===== src/rtl/master_1_if.sv =====
// Valid/ready link between master_1 and its downstream receiver.
// The master drives valid/data; the receiver drives ready.
interface master_1_if;
    logic        valid;
    logic [31:0] data;
    logic        ready;

    modport master (
        output valid,
        output data,
        input  ready
    );

    modport slave (
        input  valid,
        input  data,
        output ready
    );
endinterface


===== src/rtl/master_1.sv =====
// Transmit end of the valid/ready link: write port, small FIFO,
// output register, overflow flag and transfer counter.
module master_1 #(
    parameter int DEPTH = 4,
    parameter int CNT_W = 16
) (
    input  logic                     clk,
    input  logic                     rst_n,
    input  logic                     wr_en,
    input  logic [31:0]              wr_data,
    output logic                     full,
    output logic [$clog2(DEPTH):0]   level,
    output logic                     overflow,
    master_1_if.master               bus,
    output logic [CNT_W-1:0]         sent_cnt
);

    localparam int AW = $clog2(DEPTH);
    localparam logic [AW:0] ONE = (AW+1)'(1);
    localparam logic [AW:0] LVL_FULL = (AW+1)'(DEPTH);
    localparam logic [CNT_W-1:0] CNT_ONE = CNT_W'(1);

    logic [31:0]      mem_q [DEPTH];
    logic [AW:0]      wr_ptr_q, wr_ptr_d;
    logic [AW:0]      rd_ptr_q, rd_ptr_d;
    logic [AW:0]      level_q, level_d;
    logic             valid_q, valid_d;
    logic [31:0]      data_q, data_d;
    logic             ovf_q, ovf_d;
    logic [CNT_W-1:0] cnt_q, cnt_d;
    logic             push, pop, hs;

    // full comes from registered level only, so a same-cycle pop
    // never rescues a write that arrives while full.
    always_comb begin
        full = (level_q == LVL_FULL);
        push = wr_en && !full;
        pop  = (level_q != '0) && (!valid_q || bus.ready);
        hs   = valid_q && bus.ready;

        wr_ptr_d = wr_ptr_q;
        rd_ptr_d = rd_ptr_q;
        level_d  = level_q;
        valid_d  = valid_q;
        data_d   = data_q;
        ovf_d    = ovf_q;
        cnt_d    = cnt_q;

        if (push) begin
            wr_ptr_d = wr_ptr_q + ONE;
        end
        if (wr_en && full) begin
            ovf_d = 1'b1;
        end

        unique case ({push, pop})
            2'b10:   level_d = level_q + ONE;
            2'b01:   level_d = level_q - ONE;
            default: level_d = level_q;
        endcase

        if (hs) begin
            cnt_d = cnt_q + CNT_ONE;
        end

        if (pop) begin
            rd_ptr_d = rd_ptr_q + ONE;
            valid_d  = 1'b1;
            data_d   = mem_q[rd_ptr_q[AW-1:0]];
        end else if (hs) begin
            valid_d = 1'b0;
            data_d  = '0;
        end
    end

    always_ff @(posedge clk) begin
        if (!rst_n) begin
            wr_ptr_q <= '0;
            rd_ptr_q <= '0;
            level_q  <= '0;
            valid_q  <= 1'b0;
            data_q   <= '0;
            ovf_q    <= 1'b0;
            cnt_q    <= '0;
        end else begin
            wr_ptr_q <= wr_ptr_d;
            rd_ptr_q <= rd_ptr_d;
            level_q  <= level_d;
            valid_q  <= valid_d;
            data_q   <= data_d;
            ovf_q    <= ovf_d;
            cnt_q    <= cnt_d;
        end
    end

    // Storage needs no reset; pointers and level define what is live.
    always_ff @(posedge clk) begin
        if (rst_n && push) begin
            mem_q[wr_ptr_q[AW-1:0]] <= wr_data;
        end
    end

    assign level     = level_q;
    assign overflow  = ovf_q;
    assign sent_cnt  = cnt_q;
    assign bus.valid = valid_q;
    assign bus.data  = data_q;

endmodule


===== src/flat_wrapper.sv =====
// flat-port wrapper written by rule: the top's interface ports become plain ports
module master_1_flat 
#(
    parameter int DEPTH = 4,
    parameter int CNT_W = 16
)
  (clk, rst_n, wr_en, wr_data, full, level, overflow, sent_cnt, bus_valid, bus_data, bus_ready);
  master_1_if bus_i ();
  input  logic clk;
  input  logic rst_n;
  input  logic wr_en;
  input  logic [31:0] wr_data;
  output logic full;
  output logic [$clog2(DEPTH):0] level;
  output logic overflow;
  output logic [CNT_W-1:0] sent_cnt;
  output wire logic [$bits(bus_i.valid)-1:0] bus_valid;
  output wire logic [$bits(bus_i.data)-1:0] bus_data;
  input wire logic [$bits(bus_i.ready)-1:0] bus_ready;
  assign bus_valid = bus_i.valid;
  assign bus_data = bus_i.data;
  assign bus_i.ready = bus_ready;
  master_1 #(.DEPTH(DEPTH), .CNT_W(CNT_W)) u_core (.clk(clk), .rst_n(rst_n), .wr_en(wr_en), .wr_data(wr_data), .full(full), .level(level), .overflow(overflow), .bus(bus_i), .sent_cnt(sent_cnt));
endmodule

===== config.mk =====
export PLATFORM = sky130hd
export DESIGN_NAME = master_1_flat
export DESIGN_NICKNAME = d
export VERILOG_FILES = /design/src/rtl/master_1_if.sv /design/src/rtl/master_1.sv /design/src/flat_wrapper.sv
export SDC_FILE = /design/constraint.sdc
export NUM_CORES = 1
export LEC_CHECK = 0
export ABC_AREA = 1
export ABC_CLOCK_PERIOD_IN_PS = 3350
export CORE_MARGIN = 1
export CORE_UTILIZATION = 30
export CTS_CLUSTER_SIZE = 20
export DETAILED_ROUTE_END_ITERATION = 12
export GPL_TIMING_DRIVEN = 0
export SLEW_MARGIN = 20
export SYNTH_ARGS = -nofsm -noshare
export SYNTH_HDL_FRONTEND = slang
export SYNTH_SLANG_ARGS = --single-unit

===== constraint.sdc =====
create_clock -name clk -period 3.35 [get_ports clk]
set_input_delay 1.005 -clock clk [delete_from_list [all_inputs] [get_ports clk]]
set_output_delay 1.005 -clock clk [all_outputs]
set_load 0.01 [all_outputs]

== Yosys cells after proc, flatten, opt, wreduce, memory -nomap -nowiden ==
Memory sizes are Yosys's and may differ from the RTL's. A register that Yosys moved wholly into a read port is not among the register bits.
Cells that the tools add are included.

* Word-level logic and storage cells: 36
* Memories: 1
* Bits in writable memories: 128
* Output and inout port bits: 54
* Flip-flop bits (word level): 59

{| class="wikitable"
|+ Memory list
! memory !! words !! width !! rd ports !! clocked after Yosys merged registers in !! wr ports !! line !! text
|-
| u_core.mem_q || 4 || 32 || 1 || 1 || 1 || master_1.sv:23 || <nowiki>logic [31:0] mem_q [DEPTH];</nowiki>
|}

* Reductions and logical operators: 11
* Equality and inequality tests: 3
* Add/subtract/negate cells: 5
* Mux-type cells: 9

{| class="wikitable"
|+ Operators with widths
! cell !! number
|-
| $mux W32 || 2
|-
| $add A16 B1 Y16 const B || 1
|-
| $add A3 B1 Y3 const B || 3
|-
| $pmux W3 S2 || 1
|-
| $logic_and A1 B1 Y1 || 5
|-
| $mux W1 || 4
|-
| $mux W2 || 2
|-
| $reduce_bool A2 Y1 || 2
|-
| $eq A3 B3 Y1 const B || 1
|-
| $reduce_bool A3 Y1 || 1
|-
| $sub A3 B1 Y3 const B || 1
|-
| $eq A2 B1 Y1 const B || 1
|-
| $eq A2 B2 Y1 const B || 1
|-
| $logic_not A1 Y1 || 2
|-
| $logic_or A1 B1 Y1 || 1
|}

== Depth between registers and ports, before layout ==
* Depth in word-level cells: 6
* Mapped depth: 13
* Gate-level depth less buffers: 12

== Worst setup path after synthesis ==
No wires, ideal clock.

* Path kind: input to register
* Start: input port wr_en
* End: memory u_core.mem_q[0][0], enable pin
* Path buffers: 0
* Arrival time: 2.703 ns
* Stages: 4
* Setup slack: 0.226 ns
* Library setup time: 0.421 ns
* Path through: inv_1 > nor2_1 > nand2_1 > nor2_1

* Cells in the longest elaborated chain, start to end: 4

{| class="wikitable"
|+ Ends and longest elaborated chain
! what !! line !! text
|-
| start, declared || flat_wrapper.sv:11 || <nowiki>input logic wr_en;</nowiki>
|-
| $logic_and A1 B1 Y1 || master_1.sv:37 || <nowiki>push = wr_en && !full;</nowiki>
|-
| $logic_and A1 B1 Y1 || master_1.sv:98 || <nowiki>if (rst_n && push) begin</nowiki>
|-
| $mux W1 || master_1.sv:98 ||
|-
| $mux W1 (not written as such) || master_1.sv:99 || <nowiki>mem_q[wr_ptr_q[AW-1:0]] <= wr_data;</nowiki>
|-
| end, declared || master_1.sv:23 ||
|}

No other way between the ends.

== Worst setup path in the final report ==
* Start: input port bus_ready
* End: register u_core.level_q[2], in the netlist u_core.level[2]

* Cells in the longest elaborated chain, start to end: 4
* Elaborated cells between the ends (all ways): 6

{| class="wikitable"
|+ Ends and longest elaborated chain
! what !! line !! text
|-
| start, declared || flat_wrapper.sv:19 || <nowiki>input wire logic [$bits(bus_i.ready)-1:0] bus_ready;</nowiki>
|-
| $logic_or A1 B1 Y1 * || master_1.sv:38 || <nowiki>pop = (level_q != '0) && (!valid_q || bus.ready);</nowiki>
|-
| $logic_and A1 B1 Y1 * || master_1.sv:38 ||
|-
| named net u_core.pop || master_1.sv:31 || <nowiki>logic push, pop, hs;</nowiki>
|-
| $eq A2 B1 Y1 / $eq A2 B2 Y1 (equally long branches) || master_1.sv:56 || <nowiki>unique case ({push, pop})</nowiki>
|-
| $pmux W3 S2 / $reduce_bool A2 Y1 (equally long branches) || -- ||
|-
| end signal, assigned || master_1.sv:88 || <nowiki>level_q <= level_d;</nowiki>
|-
| end, declared || master_1.sv:26 || <nowiki>logic [AW:0] level_q, level_d;</nowiki>
|}

The timed path passes the listed nets; every way through them passes the cells marked *.
A chain may end at the register's enable or synchronous reset.

==> summary by stage <==
Worst hold path
The worst hold path terminates at u_core.bus.data[1]. The kind of path behind the tightest hold check is flop to flop. Counting instances, the worst hold path has a depth of 2. The start point of the worst min-delay path is u_core.bus.data[1].

Global route
The global route total overflow is 0. The wire length of the first global-routing pass is between 20000 and 30000 um. Global routing consumed, over all layers together, 13.3% of the routing resources. Entering global routing, the biggest net connects 23 pins. The number of antenna violations at the first check in global routing is 0. The number of global-route vias before repair is 4635.

STA
The period utilization is between 80 and 90%. The final sum of negative setup slack is 0 ps. The clock period could shrink to slightly below 3000 ps. The final number of hold-violating endpoints is 0. The setup slack after layout is roughly 460 ps. The clock arrives with ~9.0 ps of skew. Setup repair after global routing left no endpoint under its margin. Timing would allow up to 345 MHz. The actual transition at the worst max-transition pin is between 800 and 900 ps.

The worst relative slew slack is a little under half. The final number of setup-violating endpoints is 0. The count of final max-slew check failures came to 0.

Critical path
The critical path in this run is classified as input pin to flop. The highest net fanout along the worst path is 10. The internal reg-to-reg setup slack is ~970 ps. The category of the worst setup path launch point is an input pin. The kind of end point of the critical path is a flop.

The worst register-to-register path begins at u_core.level[0]. The data arrival time of the worst path is 3210 ps. For the worst flop-to-flop path, the logic depth is 7. The critical register-to-register path endpoint is u_core.mem_q[0][6]. The endpoint required time on the critical path is 3670 ps.

Floorplan
The total area inside the core boundary comes to approximately 24000 um2. The height of the die is between 150 and 200 um. The initial utilization of the core area, before any placement, comes to 30.5%.

The top-level port count is 90. The site row count is 57. The horizontal die dimension is 159 um. The overall die area is between 20000 and 30000 um2.

Job
Across the run, the number of max-cap violations was 0.

Logic synthesis
Of all cell types, the one taking the most synthesized area is edfxtp_1. The area share of xor/xnor cells in the synthesized design is 0.237%. Counting flops and latches in the post-synthesis netlist gives approximately 190. After synthesis, the largest family of logic cells by area is simple AND/OR/NAND/NOR gates.

A synthesized cell averages between 10 and 15 um2. In this run the biggest area consumer among cell types represents slightly above 50% of the synthesized area. After technology mapping, the gate count stands at between 600 and 700. The net count of the mapped netlist is around 700. The fraction of synthesized area in multiplexers is 0%. During synthesis, Yosys emitted a total of 0 warnings. In the post-synthesis netlist, the biggest area contributors are edfxtp_1, dfxtp_1, nor2_1. Synthesis instantiated 30 different standard cells from the library. Summing the areas of all and, or, nand and nor instances in the mapped netlist gives between 10 and 15% of the synthesized area. The adder-cell share of the synthesized area is between 1 and 1.5%. Summing the areas of all compound-gate instances in the mapped netlist gives between 10% and 20% of the synthesized area. The sequential share of the synthesized area is between 60% and 70%. The cell area after technology mapping is around 7400 um2.

Detailed routing
After detailed routing, the total wire length is ~16000 um. The count of unresolved DRC violations after routing is 0. The number of DRC markers after the initial detailed-route iteration is roughly 380.

After detailed routing, the average wire length per cell comes to ~15 um. The number of vias per cell is between 4 and 5. The detail route stage leaves a number of antenna-violating nets equal to 0.

Across all layers, the routed design uses 4884 vias. The first detailed-routing pass took 5 iterations.

Final layout
The layout filler cell count is around 2400. Once layout is done, the placed cells without fillers occupy roughly 9400 um2. The repair_antennas step left the layout with diodes totalling 0. In the final layout, the share of cells above drive strength 1 is 16.3%. The number of nets in the layout is around 800. The final cell count without fillers is about 1100. Compared with the post-synthesis result, the final layout area differs by 27.1%.

Clock network
TritonCTS built the clock tree. The clock edge transition at the registers on the reported setup and hold paths is approximately 70 ps. The number of cells upsized or downsized after cts is 0. The clock tree root buffer cell is clkbuf_16. The maximum level of the CTS H-tree is 4. The number of buffers inserted by post-CTS setup repair is 0.

The later pin in the worst-skew pair is clocked with a latency of between 400 and 500 ps. The count of hold buffers inserted by post-cts repair is 0. The maximum clock insertion buffer count is 2. Counting every sink on the clock net gives roughly 190. The number of buffers created by CTS is 17.

Power
The cell leakage power is roughly 3.2 nW. VDD sags by at most approximately 0.35 mV. The power per cell area is 796 nW/um2.

Placed design
The instance area at placement is ~8800 um2. The total half-perimeter wirelength after legalization and detailed placement is between 10000 and 15000 um. The total of buffers placed on input and output ports is 89.

At the end of routability-driven placement, the weighted congestion stood at roughly 0.73. The post-placement worst setup slack is between 15 and 20 ps. The placed cell count is around 1100.

Outcome
The flow ran to the end, and the final reports show no timing, DRC or antenna violations.
## through the flow
step / hold WS (ps) / utilization [%] / total power, mW
final: 466 / 38.8 / 7.49
after CTS: 451 / 38.8 / 7.58
after global routing: 478 / 38.8 / 7.93
after global placement: 425 / 35.9 / 5.55
after floorplan: 412 / - / 4.57
after detailed placement: 442 / 36.4 / 5.61
## cells in the final DEF (no fill, tap or decap), drive strengths merged
cell,instances
ha,6
fa,1
o21ai,111
a31oi,1
buf,21
a21oi,48
clkdlybuf4s50,89
inv,44
nand3,5
edfxtp,128
clkinv,4
and3,1
nor2,132
bufinv,1
nand2,93
dfxtp,59
clkbuf,30
nand4,1
clkinvlp,1
xor2,2
nor3,3
o21a,2
## synth_stat cells
master      n
nor2_4      1
nand3_1     5
nor2_1    128
nand2_1    60
nor2_8      1
o21ai_1    39
dfxtp_1    59
and3_1      1
ha_1        6
inv_1      29
buf_2       8
o21a_1      2
edfxtp_1  128
nor2_2      2
inv_4       1
o21ai_0    72
a21oi_2    30
nand4_1     1
xor2_1      2
nor3_1      3
fa_1        1
clkbuf_1   13
a21oi_1    18
a31oi_1     1
buf_12      3
buf_4       4
buf_1       2
nand2_2    32
inv_2       5
nand2_4     1
## routing by layer
layer  wire (um)  vias up  track usage, %
li1            -     2458               -
met1        7560     2303            17.3
met2        7810      112            22.0
met3         725       11            2.76
met4         148        0            4.28
met5           0        -               0
## report_power, final
group / switching (mW) / internal, mW
clock: 0.916 / 1.05
sequential: 0.197 / 2.79
combinational: 1.48 / 1.05
## kinds of logic (layout without fill, tap and decap cells)
logic type,Yosys count,count (layout)
and+or+nand+nor,235,235
DFF,187,187
AOI/OAI and AO/OA,162,162
buffers and inverters,65,190
adders and majority gates,7,7
xor gates and xnor gates,2,2
## registers in the layout (all words and copies together) (netlist names), named ones only
name and count:
u_core.level 3, u_core.mem_q 128, u_core.bus.valid 1, u_core.rd_ptr_q 2
u_core.wr_ptr_q 2, u_core.sent_cnt 16, u_core.bus.data 32, u_core.overflow 1
## critical path, cell delays in order
cell             delay, ps
clkdlybuf4s50_1        520
nor2_1                  80
inv_2                   60
nand2_4                 50
inv_4                  130
buf_2                  280
ha_1                   180
inv_1                   60
fa_1                   370
a21oi_1                140
o21ai_0                110
o21ai_0                160
a21oi_1                 50
## worst max path at each step
stage | from | cells after the start | endpoint
after floorplan | wr_en | 4 | u_core.mem_q[0][0]
after global placement | wr_en | 5 | u_core.mem_q[0][18]
after detailed placement | wr_en | 6 | u_core.mem_q[0][18]
after CTS | wr_en | 6 | u_core.mem_q[0][6]
after global routing | bus_ready | 13 | u_core.level[2]
final | bus_ready | 13 | u_core.level[2]
## cell type report
cell class	count	area, um2	area share, %
Buffer	30	186	1.98
Sequential cell	187	5020	53.4
Clock buffer	17	425	4.52
Clock inverter	15	153	1.62
Multi-Input combinational cell	406	2090	22.2
Tap cell	324	405	4.31
Inverter	35	134	1.42
Timing Repair Buffer	93	993	10.6
No activity file was read; power rests on OpenSTA's default activity.
